**src/rtl/noise_gen_lfsr.sv**
```systemverilog
// noise_gen_lfsr
// Self-addressing noise source. A Galois LFSR supplies the sine and log ROM
// addresses. The two signed ROM words are multiplied, scaled by a runtime
// left shift and clipped to OUT_W. The result goes out as a valid/ready
// stream with full backpressure. The sine and log ROMs are outside this block
// and have one registered cycle of latency, gated by rom_en.
//
// Ports
//   clk100      system clock
//   rst_n       asynchronous active-low reset
//   noise_en    1 = launch a new sample on each advance, 0 = launch bubbles
//   mode        00 product, 01 sine only, 10 raw LFSR, 11 zero
//   gain_sh     left shift applied before saturation
//   seed_load   synchronous LFSR reload and pipeline flush
//   seed        reload value (zero is replaced by 1)
//   rom_en      ROM clock enable, equal to the internal advance
//   sin_addr    registered sine ROM address
//   log_addr    registered log ROM address
//   sin_data    sine ROM data, one registered cycle after the address
//   log_data    log ROM data, same timing as sin_data
//   noise_out   signed output sample
//   noise_valid noise_out holds a sample
//   noise_ready consumer accepts the sample
//
// Pipeline: A (LFSR step and address) -> R (ROM read) -> P (product / mode)
// -> O (gain, saturate, output register). Every stage moves together on
// advance and holds otherwise, so nothing is dropped or duplicated.

module noise_gen_lfsr #(
  parameter int                SIN_AW = 11,
  parameter int                LOG_AW = 10,
  parameter int                DW     = 8,
  parameter int                OUT_W  = 16,
  parameter int                LFSR_W = 32,
  parameter logic [LFSR_W-1:0] TAPS   = 32'h80200003,
  parameter int                GSH_W  = 3
) (
  input  logic              clk100,
  input  logic              rst_n,
  input  logic              noise_en,
  input  logic [1:0]        mode,
  input  logic [GSH_W-1:0]  gain_sh,
  input  logic              seed_load,
  input  logic [LFSR_W-1:0] seed,
  output logic              rom_en,
  output logic [SIN_AW-1:0] sin_addr,
  output logic [LOG_AW-1:0] log_addr,
  input  logic [DW-1:0]     sin_data,
  input  logic [DW-1:0]     log_data,
  output logic [OUT_W-1:0]  noise_out,
  output logic              noise_valid,
  input  logic              noise_ready
);

  // Product width, widest shifted value, and the width used for the
  // saturation compare. The compare width never drops below OUT_W.
  localparam int PW = 2 * DW;
  localparam int SW = PW + (1 << GSH_W);
  localparam int XW = (SW > OUT_W) ? SW : OUT_W;

  localparam logic [LFSR_W-1:0] LFSR_ONE = {{(LFSR_W-1){1'b0}}, 1'b1};

  // Saturation limits: first in the compare width, then in the output width.
  localparam logic signed [XW-1:0] SAT_HI =
    {{(XW-OUT_W+1){1'b0}}, {(OUT_W-1){1'b1}}};
  localparam logic signed [XW-1:0] SAT_LO =
    {{(XW-OUT_W+1){1'b1}}, {(OUT_W-1){1'b0}}};
  localparam logic [OUT_W-1:0] OUT_HI = {1'b0, {(OUT_W-1){1'b1}}};
  localparam logic [OUT_W-1:0] OUT_LO = {1'b1, {(OUT_W-1){1'b0}}};

  typedef enum logic [1:0] {
    MODE_PRODUCT = 2'b00,
    MODE_SINE    = 2'b01,
    MODE_RAW     = 2'b10,
    MODE_ZERO    = 2'b11
  } mode_t;

  logic                     advance;
  logic [LFSR_W-1:0]        lfsr;
  logic [LFSR_W-1:0]        lfsr_next;
  logic [LFSR_W-1:0]        seed_safe;
  logic                     v_a;
  logic                     v_r;
  logic                     v_p;
  logic [PW-1:0]            lfsr_r;
  logic signed [PW-1:0]     sin_ext;
  logic signed [PW-1:0]     log_ext;
  logic signed [PW-1:0]     prod;
  logic signed [PW-1:0]     p_next;
  logic signed [PW-1:0]     p_reg;
  logic signed [XW-1:0]     s_ext;
  logic signed [XW-1:0]     s_shift;
  logic [OUT_W-1:0]         sat;

  // The output register frees up when it is empty or being consumed. The
  // whole pipeline, and the external ROM registers, move on that condition.
  assign advance = !noise_valid || noise_ready;
  assign rom_en  = advance;

  // One Galois step. The register can never reach zero because the reload
  // path replaces a zero seed with 1.
  assign lfsr_next = lfsr[0] ? ((lfsr >> 1) ^ TAPS) : (lfsr >> 1);
  assign seed_safe = (seed == '0) ? LFSR_ONE : seed;

  // Stage A: step the LFSR and present the new addresses to the ROMs. The
  // LFSR steps only when a real sample is launched, so bubbles do not use up
  // sequence values. A seed load leaves the addresses alone. Whatever the
  // ROMs read in the meantime belongs to flushed slots and is never used.
  always_ff @(posedge clk100 or negedge rst_n) begin
    if (!rst_n) begin
      lfsr     <= LFSR_ONE;
      sin_addr <= '0;
      log_addr <= '0;
      v_a      <= 1'b0;
    end else if (seed_load) begin
      lfsr <= seed_safe;
      v_a  <= 1'b0;
    end else if (advance) begin
      v_a <= noise_en;
      if (noise_en) begin
        lfsr     <= lfsr_next;
        sin_addr <= lfsr_next[SIN_AW-1:0];
        log_addr <= lfsr_next[LFSR_W-1 -: LOG_AW];
      end
    end
  end

  // Stage R: the external ROMs register the stage-A addresses. The low LFSR
  // bits travel alongside so the raw-LFSR mode reports the same state that
  // produced this slot's addresses. At this edge the live LFSR still holds
  // that state, even if it steps again on the same edge.
  always_ff @(posedge clk100 or negedge rst_n) begin
    if (!rst_n) begin
      v_r    <= 1'b0;
      lfsr_r <= '0;
    end else if (seed_load) begin
      v_r <= 1'b0;
    end else if (advance) begin
      v_r    <= v_a;
      lfsr_r <= lfsr[PW-1:0];
    end
  end

  // Select the pre-gain value for the current mode. Both ROM words are
  // sign-extended to the product width first. The low PW bits of a PW x PW
  // multiply are then the exact DW x DW signed product.
  always_comb begin
    sin_ext = {{DW{sin_data[DW-1]}}, sin_data};
    log_ext = {{DW{log_data[DW-1]}}, log_data};
    prod    = sin_ext * log_ext;
    p_next  = '0;
    case (mode_t'(mode))
      MODE_PRODUCT: p_next = prod;
      MODE_SINE:    p_next = sin_ext;
      MODE_RAW:     p_next = lfsr_r;
      MODE_ZERO:    p_next = '0;
      default:      p_next = '0;
    endcase
  end

  // Stage P: register the mode-selected value.
  always_ff @(posedge clk100 or negedge rst_n) begin
    if (!rst_n) begin
      v_p   <= 1'b0;
      p_reg <= '0;
    end else if (seed_load) begin
      v_p <= 1'b0;
    end else if (advance) begin
      v_p   <= v_r;
      p_reg <= p_next;
    end
  end

  // Apply the gain shift at a width large enough that no bits are lost,
  // then clip to the signed OUT_W range.
  always_comb begin
    s_ext   = {{(XW-PW){p_reg[PW-1]}}, p_reg};
    s_shift = s_ext <<< gain_sh;
    if (s_shift > SAT_HI) begin
      sat = OUT_HI;
    end else if (s_shift < SAT_LO) begin
      sat = OUT_LO;
    end else begin
      sat = s_shift[OUT_W-1:0];
    end
  end

  // Stage O: the output register. A bubble clears valid but keeps the last
  // sample value on the bus.
  always_ff @(posedge clk100 or negedge rst_n) begin
    if (!rst_n) begin
      noise_valid <= 1'b0;
      noise_out   <= '0;
    end else if (seed_load) begin
      noise_valid <= 1'b0;
    end else if (advance) begin
      noise_valid <= v_p;
      if (v_p) begin
        noise_out <= sat;
      end
    end
  end

endmodule

```
**config.mk**
```make
export PLATFORM = sky130hd
export DESIGN_NAME = noise_gen_lfsr
export DESIGN_NICKNAME = d
export VERILOG_FILES = /design/src/rtl/noise_gen_lfsr.sv
export SDC_FILE = /design/constraint.sdc
export NUM_CORES = 1
export LEC_CHECK = 0
export ABC_AREA = 1
export CAP_MARGIN = 10
export CORE_MARGIN = 2
export CORE_UTILIZATION = 45
export CTS_BUF_LIST = sky130_fd_sc_hd__clkbuf_8
export DETAILED_ROUTE_END_ITERATION = 7
export MAX_ROUTING_LAYER = met4
export PLACE_DENSITY = 0.67
export SLEW_MARGIN = 5
export SYNTH_ARGS = -nofsm -noshare
export SYNTH_HDL_FRONTEND = slang
export SYNTH_SLANG_ARGS = --single-unit
```
**constraint.sdc**
```tcl
create_clock -name clk100 -period 1.8 [get_ports clk100]
set_clock_uncertainty 0.15 [all_clocks]
set_input_delay 0.27 -clock clk100 [delete_from_list [all_inputs] [get_ports clk100]]
set_output_delay 0.27 -clock clk100 [all_outputs]
set_load 0.005 [all_outputs]
```
-- Word level (Yosys, flattened, before mapping)
Index checks and enable logic that the tools add are counted.
- bits in registers: 105
- bits of input ports: 58
- output and inout port bits: 39
- logic and storage cells: 45
- $mul: 1
- order comparisons: 2
- equal/unequal tests: 3
- shift operators: 1
- multiplexer cells: 16
- bitwise operators: 2
- reductions and logical operators: 10
- operators with widths (kind ; count):
    two-way mux 32 bit ; 5
    case mux 16 bit (4 select lines) ; 1
    zero test 32 bit ; 1
    two-way mux 16 bit ; 2
    greater-than comparator 24 x 16 -> 1 bit (second input constant) ; 1
    < comparator 24 x 16 -> 1 bit (second input constant) ; 1
    <<< shifter 16 x 3 -> 24 bit ; 1
    multiplier 8 x 8 -> 16 bit ; 1
    two-way mux 1 bit ; 8
    AND reduction 3 bit ; 2
    == test 2 bit (second input constant) ; 2
    inverter 3 -> 4 bit ; 1
    AND reduction 2 bit ; 2
    nonzero test 2 bit ; 2
    == test 2 x 1 -> 1 bit (second input constant) ; 1
    zero test 2 bit ; 1
    zero test 1 bit ; 1
    logical OR 1 bit ; 1
    inverter 1 bit ; 1

-- Longest topological paths before layout
- word-level depth: 5
- gate-level depth with buffers: 21

-- Worst setup path after synthesis
OpenSTA, ideal clock, no wires.
- path kind: input port to flip-flop
- start point: input sin_data[0]
- end point: register p_reg[10]
- library setup time: 0.123 ns
- arrival: 4.022 ns
- data required time: 1.527 ns
- path slack: -2.495 ns
- stages: 16
- cell sequence: clkbuf_1 > or2_2 > fa_1 > fa_1 > inv_1 > fa_1 > inv_1 > fa_1 > inv_1 > ha_1 > inv_1 > o31ai_1 > a21oi_1 > xor2_1 > nand2_1 > a21oi_1
- cells in the longest elaborated chain, start to end: 2
- ends and longest elaborated chain (what ; line ; RTL):
    start: declaration ; 48 ; input logic [DW-1:0] sin_data,
    multiplier 8 x 8 -> 16 bit ; 150 ; prod = sin_ext * log_ext;
    case mux 16 bit (4 select lines) ; 152 ; case (mode_t'(mode))
    end signal: assignment ; 170 ; p_reg <= p_next;
    end: declaration ; 90 ; logic signed [PW-1:0] p_reg;
Every way passes these cells.
A chain may end at the register's enable or synchronous reset.

-- Final worst setup path
- start point: input sin_data[0]
- end point: register p_reg[8]
The elaborated chain is that of the path after synthesis.

==> flow_summary_export.csv <==
group,metric,value,unit
global_route,grt_pass1_wl,35650,um
clock_network,root_buffer,"clkbuf_8",
status,violations,"negative setup slack",
sta,finalCritPeriodShare,2.090,
yosys,syn_area,8094,um2
final_layout,drive_gt1_frac,0.3173,
placement,portBuffers,96,
floorplanning,die_w,138.1,um
status,outcome,"finished, violations left",
yosys,syn_nets,1198,
detailed_routing,drt_iter0_markers,409,
run,drv_cap,0,
detailed_routing,firstDrtPassIters,5,
floorplanning,start_util,0.4552,
pwr,power.total,13.21,mW
final_layout,layout-area-overhead-vs-synth,42.00,%
final_layout,regMostFlops,"lfsr",
detailed_routing,ant_nets,0,
min_path,hold_class,"input port to async pin",
global_route,grt_pass1_vias,7270,
critical_path,worst_ep_required_time,1.90,ns
detailed_routing,totalWireLength,21550,um
yosys,avgSynthCellArea,7.665,um2
clock_network,h-tree-depth,3,
critical_path,critical_path_class,"input port to flop",
sta,slew_viol_final,0,
global_route,grt_antenna_before_repair,0,
global_route,grt_max_degree,29,
floorplanning,core,17780,um2
final_layout,fillCellCount,1462,
yosys,ys_seq_area_frac,0.3248,
yosys,synthArstFlopShare,1.000,
sta,finalHoldViolCount,0,
floorplanning,die_height,138.1,um
yosys,ys.flop_type,"dfrtp_1",
detailed_routing,route.detailed.drc,0,
clock_network,clockBufferDepth,2,
global_route,grt_overflow_total,0,
final_layout,fin_area,11490,um2
detailed_routing,wl_per_cell,14.62,um
placement,postPlaceCellArea,10240,um2
final_layout,finalCoreUtilization,0.6464,
sta,setup_ws,-1.962,ns
yosys,synth_cell_types,45,
final_layout,antenna_cells,0,
sta,slew_headroom,0.7178,
yosys,syn_inst,1056,
clock_network,clk_pin_slew,0.10,ns
floorplanning,io_pins,97,
sta,grt_setup_unrepaired,"true",
final_layout,largest_reg_flops,32,
yosys,synth_edf_count,0,
detailed_routing,via_count,7363,
clock_network,cts_sinks,105,
clock_network,insertion_delay,0.37,ns
floorplanning,die_area,19080,um2
pwr,leakage,5.708,nW
sta,hold_slack,0.2205,ns
sta,min_period,3.762,ns
placement,routabilityCongestion,0.9297,
global_route,track_usage,0.2332,
critical_path,critical_path_arrival,3.86,ns
clock_network,cts_made_buffers,9,
placement,dp.final_hpwl,16130,um
pwr,powerDensity,1149,nW/um2
yosys,yosys_warnings,0,
yosys,synth-seq-cells,105,
final_layout,num-nets-final,1382,
final_layout,final_common_cell,"nand2_1",
critical_path,path_max_fanout,4,
pwr,peakVddDrop,1.059,mV
final_layout,final_cell_mix,"181 x nand2_1, 159 x inv_1, 104 x dfrtp_1",
sta,worst_pin_slew,0.4233,ns
sta,setup_viol,18,
floorplanning,num_rows,49,
clock_network,cts_tree,"done",
sta,fmax,0.2658,GHz
critical_path,worstSetupEndpointType,"flop",
detailed_routing,vias_per_cell,4.995,
critical_path,cp-start-kind,"input port",
placement,pre_cts_ws,-2.796,ns
[synth_stat cells (2+ instances only)]
library cell | instances | area share
or2_2 | 2 | 0.0015
nand2_2 | 19 | 0.015
buf_2 | 6 | 0.0037
inv_2 | 2 | 0.00093
nand2_1 | 223 | 0.10
xor2_1 | 3 | 0.0032
nor2_1 | 54 | 0.025
buf_6 | 2 | 0.0028
buf_1 | 3 | 0.0014
nor3_1 | 3 | 0.0019
fa_1 | 55 | 0.14
xnor2_1 | 3 | 0.0032
a22oi_1 | 8 | 0.0074
a21oi_1 | 101 | 0.062
nand3_1 | 33 | 0.020
nand4_1 | 4 | 0.0031
o22ai_1 | 2 | 0.0015
mux2i_1 | 7 | 0.0087
a21oi_2 | 10 | 0.011
buf_8 | 2 | 0.0037
nand3_2 | 12 | 0.015
dfrtp_1 | 104 | 0.32
nor4_1 | 8 | 0.0062
ha_1 | 29 | 0.045
a31oi_1 | 4 | 0.0031
nand3b_1 | 2 | 0.0019
a21o_1 | 2 | 0.0019
nor2_2 | 2 | 0.0015
inv_1 | 222 | 0.10
clkbuf_1 | 35 | 0.016
a32oi_1 | 3 | 0.0032
o21ai_0 | 78 | 0.048
[layout make-up]
cell class | count | area (um2) | share of cell area
flip-flops and latches | 105 | 2629 | 0.2287
repair buffers | 224 | 2313 | 0.2013
clock inverters | 7 | 93.84 | 0.008165
multi-input cells | 674 | 5151 | 0.4482
clock buffers | 9 | 123.9 | 0.01078
well taps | 229 | 286.5 | 0.02493
inverters | 226 | 895.9 | 0.07794
[per-layer routing]
layer,vias up,share of wire,global-route usage
li1,3653,-,-
met1,3495,0.45,0.3244
met3,28,0.045,0.03395
met4,0,0.017,0.04296
met2,187,0.48,0.3708
met5,-,0,-
[report_power, final]
| part | internal [mW] | switching, mW | total (mW) | leakage, nW |
|---|---|---|---|---|
| logic | 3.91 | 4.60 | 8.51 | 4.36 |
| clock network | 0.787 | 0.814 | 1.60 | 0.111 |
| registers | 2.80 | 0.297 | 3.09 | 1.24 |
| total | 7.50 | 5.71 | 13.2 | 5.71 |
[cells by family after synthesis]
family / count (synthesis) / synth area share
and+or+nand+nor: 363 / 0.1959
muxes: 7 / 0.008657
adders and majority gates: 84 / 0.1809
xor gates and xnor gates: 6 / 0.006494
buffers and inverters: 277 / 0.1379
DFF: 105 / 0.3248
AOI/OAI and AO/OA: 214 / 0.1455
[critical path, cell delays in order]
cell     delay (ns)
buf_6          0.11
or2_4          0.24
fa_1           0.45
fa_1           0.51
inv_2          0.04
fa_1           0.52
inv_1          0.05
fa_1           0.49
inv_2          0.05
ha_4           0.26
a21oi_4        0.21
o31ai_4        0.12
buf_4          0.15
or2_4          0.25
nand3_4        0.07
a22oi_2        0.05
[timing repair]
action,4_1_cts,5_1_grt
endpoints found under the setup margin,31,62
hold endpoints to repair,24,0
pin swaps,72,91
buffers inserted,19,14
cloned,2,0
resized for setup,168,162
hold buffers,1,0
[worst paths after layout]
path / start / endpoint / slack (ns) / depth (start not counted)
max in group asynchronous: rst_n / log_addr[1] / 0.75 / 3
min: rst_n / noise_out[11] / 0.22 / 2
min in group clk100: seed_load / lfsr_r[3] / 0.25 / 5
max: sin_data[0] / p_reg[8] / -1.96 / 16
min reg2reg: sin_addr[0] / sin_addr[0] / 0.34 / 2
max reg2reg: p_reg[15] / noise_out[1] / -0.03 / 13
[metrics by stage]
stage               TNS [ns]  instances
floorplan             -21.91       1056
global placement      -54.71       1427
detailed placement    -55.99       1427
CTS                   -20.73       1465
global route          -24.37       1474
finish                -20.61       1474
Note: power is estimated with default switching activity, not from simulation.
